==> config.mk <==
export PLATFORM = sky130hd
export DESIGN_NAME = fetch_sequencer
export DESIGN_NICKNAME = d
export VERILOG_FILES = /design/src/rtl/fetch_pkg.sv /design/src/rtl/fetch_sequencer_op_classify.sv /design/src/rtl/fetch_sequencer.sv
export SDC_FILE = /design/constraint.sdc
export NUM_CORES = 1
export LEC_CHECK = 0
export BUFFER_PORTS_ARGS = -buffer_cell sky130_fd_sc_hd__buf_2
export CAP_MARGIN = 40
export CORE_MARGIN = 2
export CORE_UTILIZATION = 49
export DETAILED_ROUTE_END_ITERATION = 12
export GPL_ROUTABILITY_DRIVEN = 0
export GPL_TIMING_DRIVEN = 0
export PLACE_DENSITY = 0.79
export SETUP_SLACK_MARGIN = 0.5
export SKIP_CTS_REPAIR_TIMING = 1
export SYNTH_ARGS = -nofsm -noshare
export SYNTH_HDL_FRONTEND = slang
export SYNTH_SLANG_ARGS = --single-unit
==> constraint.sdc <==
create_clock -name clk -period 2 [get_ports clk]
set_input_delay 0.4 -clock clk [delete_from_list [all_inputs] [get_ports clk]]
set_output_delay 0.4 -clock clk [all_outputs]
set_load 0.02 [all_outputs]
==> src/rtl/fetch_pkg.sv <==
// Shared definitions for the fetch sequencer: opcodes, FSM state encoding
// and instruction field widths.
package fetch_pkg;

  localparam int ADDR_W_DEF  = 11;
  localparam int INSTR_W_DEF = 16;
  localparam int OPC_W       = INSTR_W_DEF - ADDR_W_DEF;

  localparam logic [OPC_W-1:0] OP_RET  = 5'h1C;
  localparam logic [OPC_W-1:0] OP_JSR  = 5'h1D;
  localparam logic [OPC_W-1:0] OP_JMP  = 5'h1E;
  localparam logic [OPC_W-1:0] OP_HALT = 5'h1F;

  typedef enum logic [3:0] {
    BOOT_SETUP,
    BOOT_PULSE,
    FETCH,
    LATCH,
    DECODE,
    ISSUE,
    PULSE,
    SETTLE,
    HALTED
  } state_t;

  typedef struct packed {
    logic is_jmp;
    logic is_jsr;
    logic is_ret;
    logic is_halt;
    logic is_dp;
  } op_class_t;

endpackage

==> src/rtl/fetch_sequencer_op_classify.sv <==
// Combinational opcode classifier: flags flow-control opcodes, everything
// else is a datapath instruction for the execute stage.
module op_classify
  import fetch_pkg::*;
(
  input  logic [OPC_W-1:0] i_opcode,
  output op_class_t        o_class
);

  always_comb begin
    o_class = '0;
    case (i_opcode)
      OP_JMP:  o_class.is_jmp  = 1'b1;
      OP_JSR:  o_class.is_jsr  = 1'b1;
      OP_RET:  o_class.is_ret  = 1'b1;
      OP_HALT: o_class.is_halt = 1'b1;
      default: o_class.is_dp   = 1'b1;
    endcase
  end

endmodule

==> src/rtl/fetch_sequencer.sv <==
// Fetch/sequencing stage: reads the ROM at the PC, decodes flow control and
// drives the PC strobes so every mode flag is set up a cycle before incr.
module fetch_sequencer
  import fetch_pkg::*;
#(
  parameter int                ADDR_W       = ADDR_W_DEF,
  parameter int                INSTR_W      = INSTR_W_DEF,
  parameter logic [ADDR_W-1:0] RESET_VECTOR = '0
) (
  input  logic               clk,
  input  logic               reset,
  input  logic [ADDR_W-1:0]  pc_in,
  output logic [ADDR_W-1:0]  rom_addr,
  input  logic [INSTR_W-1:0] rom_data,
  output logic               pc_incr,
  output logic               pc_preload,
  output logic               pc_jsr,
  output logic               pc_ret,
  output logic [ADDR_W-1:0]  pc_addr,
  output logic [INSTR_W-1:0] instr_out,
  output logic               instr_valid,
  input  logic               instr_ready,
  output logic               halted
);

  state_t             r_state;
  logic [ADDR_W-1:0]  r_rom_addr;
  logic               r_incr;
  logic               r_preload;
  logic               r_jsr;
  logic               r_ret;
  logic [ADDR_W-1:0]  r_pc_addr;
  logic [INSTR_W-1:0] r_ir;
  logic               r_valid;
  logic               r_halted;

  logic [OPC_W-1:0]   w_opcode;
  logic [ADDR_W-1:0]  w_operand;
  op_class_t          w_class;

  // The ROM registers the address presented during LATCH, so its word is
  // visible in DECODE; decode straight from rom_data and capture it in IR.
  assign w_opcode  = rom_data[INSTR_W-1 -: OPC_W];
  assign w_operand = rom_data[ADDR_W-1:0];

  op_classify u_op_classify (
    .i_opcode (w_opcode),
    .o_class  (w_class)
  );

  always_ff @(posedge clk) begin
    if (reset) begin
      r_state    <= BOOT_SETUP;
      r_rom_addr <= '0;
      r_incr     <= 1'b0;
      r_preload  <= 1'b0;
      r_jsr      <= 1'b0;
      r_ret      <= 1'b0;
      r_pc_addr  <= RESET_VECTOR;
      r_ir       <= '0;
      r_valid    <= 1'b0;
      r_halted   <= 1'b0;
    end else begin
      case (r_state)
        BOOT_SETUP: begin
          r_preload <= 1'b1;
          r_pc_addr <= RESET_VECTOR;
          r_state   <= BOOT_PULSE;
        end
        BOOT_PULSE: begin
          r_incr  <= 1'b1;
          r_state <= SETTLE;
        end
        FETCH: begin
          r_rom_addr <= pc_in;
          r_state    <= LATCH;
        end
        LATCH: begin
          r_state <= DECODE;
        end
        DECODE: begin
          r_ir <= rom_data;
          if (w_class.is_jmp) begin
            r_preload <= 1'b1;
            r_pc_addr <= w_operand;
            r_state   <= PULSE;
          end else if (w_class.is_jsr) begin
            r_jsr     <= 1'b1;
            r_pc_addr <= w_operand;
            r_state   <= PULSE;
          end else if (w_class.is_ret) begin
            r_ret   <= 1'b1;
            r_state <= PULSE;
          end else if (w_class.is_halt) begin
            r_halted <= 1'b1;
            r_state  <= HALTED;
          end else begin
            r_valid <= 1'b1;
            r_state <= ISSUE;
          end
        end
        ISSUE: begin
          if (instr_ready) begin
            r_valid <= 1'b0;
            r_state <= PULSE;
          end
        end
        PULSE: begin
          r_incr  <= 1'b1;
          r_state <= SETTLE;
        end
        // Flags drop together with incr, never ahead of it.
        SETTLE: begin
          r_incr    <= 1'b0;
          r_preload <= 1'b0;
          r_jsr     <= 1'b0;
          r_ret     <= 1'b0;
          r_state   <= FETCH;
        end
        HALTED: begin
          r_state <= HALTED;
        end
        default: begin
          r_state <= BOOT_SETUP;
        end
      endcase
    end
  end

  assign rom_addr    = r_rom_addr;
  assign pc_incr     = r_incr;
  assign pc_preload  = r_preload;
  assign pc_jsr      = r_jsr;
  assign pc_ret      = r_ret;
  assign pc_addr     = r_pc_addr;
  assign instr_out   = r_ir;
  assign instr_valid = r_valid;
  assign halted      = r_halted;

endmodule

# Yosys cells after proc, flatten, opt, wreduce, memory -nomap -nowiden

Cells that the tools add are included.

Equality and inequality tests: 21
Muxes and demuxes: 29
Bitwise logic cells: 3
Reduce and logical (&&, ||, !) cells: 13

Operator list:

| cell                                                                     | count |
|---|---|
| 4-bit one-hot mux with 8 select lines                                    | 1 |
| 11-bit two-way mux                                                       | 2 |
| 11-bit one-hot mux with 2 select lines                                   | 1 |
| 5-bit equality test (second input constant)                              | 4 |
| 4-bit two-way mux                                                        | 5 |
| 4-bit by 3-bit equality test with 1-bit output (second input constant)   | 4 |
| 1-bit two-way mux                                                        | 15 |
| 2-bit inequality test (second input constant)                            | 5 |
| 4-bit by 2-bit equality test with 1-bit output (second input constant)   | 2 |
| 1-bit one-hot mux with 2 select lines                                    | 4 |
| 2-bit nonzero test                                                       | 4 |
| 2-bit by 1-bit inequality test with 1-bit output (second input constant) | 3 |
| 6-bit AND reduction                                                      | 1 |
| 5-bit AND reduction                                                      | 1 |
| 4-bit by 1-bit equality test with 1-bit output (second input constant)   | 1 |
| 4-bit equality test (second input constant)                              | 1 |
| 4-bit zero test                                                          | 1 |
| 2-bit AND reduction                                                      | 2 |
| 4-bit AND reduction                                                      | 1 |
| 3-bit by 1-bit inequality test with 1-bit output (second input constant) | 1 |
| 1-bit inverter                                                           | 3 |
| 1-bit one-hot mux with 3 select lines                                    | 1 |
| 3-bit AND reduction                                                      | 1 |
| 3-bit nonzero test                                                       | 1 |
| 2-bit OR reduction                                                       | 1 |

Register bits: 48
Bits of input ports: 30
Logic and storage cells: 76

# Depth between registers and ports, before layout

Word-level depth: 7
Gate-level depth with buffers: 6
Depth with buffers taken out: 3

# Hierarchy

From an unflattened synthesis, not the netlist that was laid out.

Cell total of the unflattened synthesis: 239
Area, all modules: 1940.6 µm²

By module, submodules not included:

| module          | instances | cells each | area an instance (µm²) | seq. area each (µm²) |
|---|---|---|---|---|
| fetch_sequencer | 1         | 232        | 1903.1                 | 960.9 |
| op_classify     | 1         | 7          | 37.5                   | 0.0 |

# Worst setup path after synthesis

No wires, ideal clock.

Path kind: flip-flop to flip-flop
From: reg r_state[0]
To: reg r_pc_addr[10], in the netlist pc_addr[10]
Arrival time: 1.597 ns
Required time: 1.940 ns
Path slack: 0.343 ns
Cell stages (with the launch flop): 6
Path buffers: 2
Clock period less this slack: 1.657 ns
Path through: dfxtp_1 > buf_6 > or4b_4 > buf_6 > nor4_4 > a221o_1

Longest elaborated chain between the ends: 3

Ends and longest elaborated chain:

| item                                                                                                    | RTL line              | source |
|---|---|---|
| start, declared                                                                                         | fetch_sequencer.sv:26 | `state_t r_state;` |
| start signal, assigned                                                                                  | fetch_sequencer.sv:53 | `r_state <= BOOT_SETUP;` |
| start signal, assigned                                                                                  | fetch_sequencer.sv:68 | `r_state <= BOOT_PULSE;` |
| start signal, assigned                                                                                  | fetch_sequencer.sv:72 | `r_state <= SETTLE;` |
| 4-bit by 3-bit equality test with 1-bit output / 4-bit zero test (equally long branches)                | fetch_sequencer.sv:64 | `case (r_state)` |
| 3-bit by 1-bit inequality test with 1-bit output (no line) / 2-bit nonzero test (equally long branches) | --                    |  |
| 2-bit AND reduction (no line)                                                                           | --                    |  |
| end signal, assigned                                                                                    | fetch_sequencer.sv:85 | `r_pc_addr <= w_operand;` |
| end signal, assigned                                                                                    | fetch_sequencer.sv:89 | `r_pc_addr <= w_operand;` |
| end, declared                                                                                           | fetch_sequencer.sv:32 | `logic [ADDR_W-1:0] r_pc_addr;` |

Parallel ways exist; a longest one is shown, timed or not.
A chain may end at the register's enable or synchronous reset.

# Worst setup path after layout

From: reg r_state[3]
To: reg r_pc_addr[4], in the netlist pc_addr[4]

Same word-level chain as after synthesis.

==> impl_metrics.tcl <==
set metrics [dict create \
    flow.area_growth_from_synthesis_pct 51.55 \
    stage_delay_of_the_slowest_cell_on_the_critical_path_ns 0.53 \
    grt_antenna_before_repair 0 \
    crit_path_top_delay_cell "sky130_fd_sc_hd__or4b_4" \
    cts_inserted_buffers 5 \
    syn_inst 251 \
    clock-sinks 48 \
    arrival_ns 2.08 \
    htree_num_levels 2 \
    final_layout_size_suffix_gt1_share_pct 47.56 \
    cts_tree "built" \
    synth-edff-count 0 \
    worst_pin_slew_ns 0.6690 \
    crit-reg2reg-launch "r_state[3]" \
    chipHeight_um 68.89 \
    ioPinCount 74 \
    ys_dominant_reg_cell "sky130_fd_sc_hd__dfxtp_1" \
    drt-pass1-iter-count 4 \
    clk_pin_slew_ns 0.09 \
    crit_family "simple AND/OR/NAND/NOR gates" \
    mappedNetlistNets 281 \
    synth_warnings 0 \
    fillers 289 \
    finish.net_count 378 \
    start_kind "flip-flop" \
    final_area_mm2 0.003127 \
    finalSetupViolCount 0 \
    placeableCoreArea_mm2 0.004029 \
    first_pass_grt_wire_length_um 8597 \
    post-route-min-period_ns 1.818 \
    asyncSetResetFlopFracSynth_pct 0 \
    power_leakage_nw 1.326 \
    via_per_inst 5.832 \
    area_occupied_by_multi_input_gates_mm2 0.001272 \
    antenna-diode-count 0 \
    hp-class "in -> reg" \
    track_usage_pct 24.85 \
    numPortBuffers 72 \
    run_status "finished, final reports clean" \
    tns_ns 0 \
    crit_path_max_fanout 6 \
    placedInstanceArea_mm2 0.002502 \
    critPathCapture "pc_addr[4]" \
    cp-startpoint "r_state[3]" \
    grt_pass1_vias 1797 \
    ys_seq_elements 48 \
    reg2reg_depth 6 \
    placement_rows 23 \
    routedWlPerCell_um 17.55 \
    period_share_pct 90.91 \
    hold_violations 0 \
    clkLatencyLatePin_ns 0.32 \
    start_to_end_type_of_the_worst_setup_path "reg -> reg" \
    cp_data_required_time_ns 2.26 \
    cellPowerDensity_mw_per_mm2 679.6 \
    slew_headroom_pct 55.40 \
    cts.path.max_buffers 2 \
    yosys_cell_types 37 \
    power.ir.vdd_worst_v 0.0005336 \
    die_area_mm2 0.004746 \
    endpoint_kind "flip-flop" \
    path_cells "buf_6, or4b_4, buf_8, nor4_4, buf_4, a221o_1" \
    floorplan.initialDensity_pct 51.21 \
    area.sequential_um2 964.7 \
    detail-route-antenna-nets 0 \
    ys_seq_area_share_pct 46.57 \
    cap_viol_max_count 0 \
    grt_setup_unrepaired "yes" \
    drt_iter0_markers 242 \
    final_max_slew_viol_count 0 \
    cts-root-buf "sky130_fd_sc_hd__clkbuf_8" \
    post_synth.cell_area_avg_um2 8.220 \
    wl_um 7001 \
    crit-reg2reg-capture "pc_addr[4]" \
    critical_path_depth 6 \
    detail_route.drc_violations 0 \
    dieWidth_um 68.89 \
    path_buf_inv 3 \
    cell_count_post_placement 374 \
    pin_count_of_the_biggest_net_entering_global_routing 16 \
    cell_area_after_synthesis_mm2 0.002063 \
    routed-via-count 2327 \
    dp_hpwl_um 3917 \
    maxClockFrequency_mhz 550.0 \
    finalClockSkew_ns 0.009135 \
    layoutNonFillerInstCount 399 \
    gr-total-overflow 0 \
    reg_to_reg_slack_setup_ns 0.18 \
]
==> Yosys cell counts (2+ instances only) <==
cell type	n	share of area, %
sky130_fd_sc_hd__a211oi_1	2	0.73
sky130_fd_sc_hd__clkbuf_1	18	3.3
sky130_fd_sc_hd__o21ai_0	4	0.97
sky130_fd_sc_hd__nand3b_1	3	1.1
sky130_fd_sc_hd__a41oi_1	4	1.7
sky130_fd_sc_hd__inv_1	3	0.55
sky130_fd_sc_hd__dfxtp_1	48	47
sky130_fd_sc_hd__buf_6	2	1.1
sky130_fd_sc_hd__nand2b_1	3	0.91
sky130_fd_sc_hd__nor3b_1	12	4.4
sky130_fd_sc_hd__buf_1	2	0.36
sky130_fd_sc_hd__nor3_1	6	1.5
sky130_fd_sc_hd__nand2_1	68	12
sky130_fd_sc_hd__nor2_1	13	2.4
sky130_fd_sc_hd__a221o_1	10	4.9
sky130_fd_sc_hd__a21o_1	2	0.73
sky130_fd_sc_hd__nor4b_1	4	1.7
sky130_fd_sc_hd__a21oi_1	28	6.8
==> per-stage QoR <==
step | hold WS [ns] | power, W | util (%) | setup WS, ns
global placement | 0.4393 | 0.001378 | 61.99 | 0.1189
CTS | 0.3209 | 0.001950 | 64.29 | 0.08553
detailed placement | 0.4437 | 0.001386 | 62.11 | 0.1017
global route | 0.3250 | 0.002199 | 77.61 | 0.1523
finish | 0.3152 | 0.002125 | 77.61 | 0.1817
floorplan | 0.5327 | 0.001261 | - | 0.3428
==> power breakdown <==
part | total, W | internal [W] | switching [W]
Clock | 0.000590 | 0.000244 | 0.000346
Sequential | 0.00104 | 0.000998 | 0.0000381
Combinational | 0.000498 | 0.000214 | 0.000284
==> cells in the final DEF (no fill, tap or decap), types with 2 or more instances in the layout <==
cell type / n
sky130_fd_sc_hd__nor4b_4: 2
sky130_fd_sc_hd__a41oi_1: 4
sky130_fd_sc_hd__dfxtp_1: 45
sky130_fd_sc_hd__inv_1: 3
sky130_fd_sc_hd__nor3_1: 5
sky130_fd_sc_hd__nor4b_1: 2
sky130_fd_sc_hd__nor3b_1: 12
sky130_fd_sc_hd__clkbuf_2: 3
sky130_fd_sc_hd__clkinv_2: 2
sky130_fd_sc_hd__clkbuf_8: 5
sky130_fd_sc_hd__or4b_4: 2
sky130_fd_sc_hd__dfxtp_2: 3
sky130_fd_sc_hd__buf_6: 6
sky130_fd_sc_hd__buf_8: 3
sky130_fd_sc_hd__a21o_1: 2
sky130_fd_sc_hd__buf_4: 13
sky130_fd_sc_hd__a221o_1: 10
sky130_fd_sc_hd__a21oi_2: 19
sky130_fd_sc_hd__clkbuf_1: 8
sky130_fd_sc_hd__nor2_1: 13
sky130_fd_sc_hd__nand3b_1: 3
sky130_fd_sc_hd__clkbuf_16: 3
sky130_fd_sc_hd__o21ai_0: 4
sky130_fd_sc_hd__a21oi_1: 9
sky130_fd_sc_hd__buf_2: 74
sky130_fd_sc_hd__buf_1: 2
sky130_fd_sc_hd__nand2_4: 21
sky130_fd_sc_hd__a211oi_1: 2
sky130_fd_sc_hd__nand2_1: 45
sky130_fd_sc_hd__nand2b_1: 3
sky130_fd_sc_hd__nand2_2: 2
==> logic make-up after synthesis <==
group / Yosys count / share of synthesized area, %
flip-flops: 48 / 46.57
AO/OA/AOI/OAI: 59 / 19.41
AND/OR/NAND/NOR: 117 / 28.08
buffers and inverters: 26 / 5.518
XOR/XNOR: 1 / 0.4246
==> registers in the layout (all words and copies together) (netlist names) <==
signal	count
pc_addr	11
rom_addr	11
instr_out	16
pc_incr	1
pc_preload	1
r_state	4
pc_ret	1
halted	1
instr_valid	1
pc_jsr	1
==> layer usage <==
| metal | routed length [um] | global-route usage, % |
|---|---|---|
| met5 | 0 | 0 |
| met2 | 3536 | 37.02 |
| met3 | 549 | 6.169 |
| met1 | 2774 | 34.38 |
| met4 | 140 | 10.05 |
==> worst min-delay path by stage <==
stage	slack, ns	startpoint	depth (start not counted)	end
after CTS	0.32	pc_in[3]	3	rom_addr[3]
after floorplan	0.53	instr_out[1]	2	instr_out[1]
after global routing	0.33	pc_in[6]	3	rom_addr[6]
after global placement	0.44	rom_addr[5]	2	rom_addr[5]
after detailed placement	0.44	rom_addr[3]	2	rom_addr[3]
final	0.32	pc_in[3]	3	rom_addr[3]
==> final cells by class <==
type,count,area share (%)
Multi-Input combinational cell,177,40.70
Sequential cell,48,30.85
Timing Repair Buffer,90,18.21
Buffer,23,5.082
Clock buffer,5,2.201
Tap cell,50,2.001
Clock inverter,3,0.6002
Inverter,3,0.3601
==> worst reg2reg max path: stages (launching register included) <==
cell and delay (ns):
sky130_fd_sc_hd__dfxtp_2 0.32, sky130_fd_sc_hd__buf_6 0.11, sky130_fd_sc_hd__or4b_4 0.53, sky130_fd_sc_hd__buf_8 0.15
sky130_fd_sc_hd__nor4_4 0.31, sky130_fd_sc_hd__buf_4 0.20, sky130_fd_sc_hd__a221o_1 0.14
Note: power is estimated with default switching activity, not from simulation.
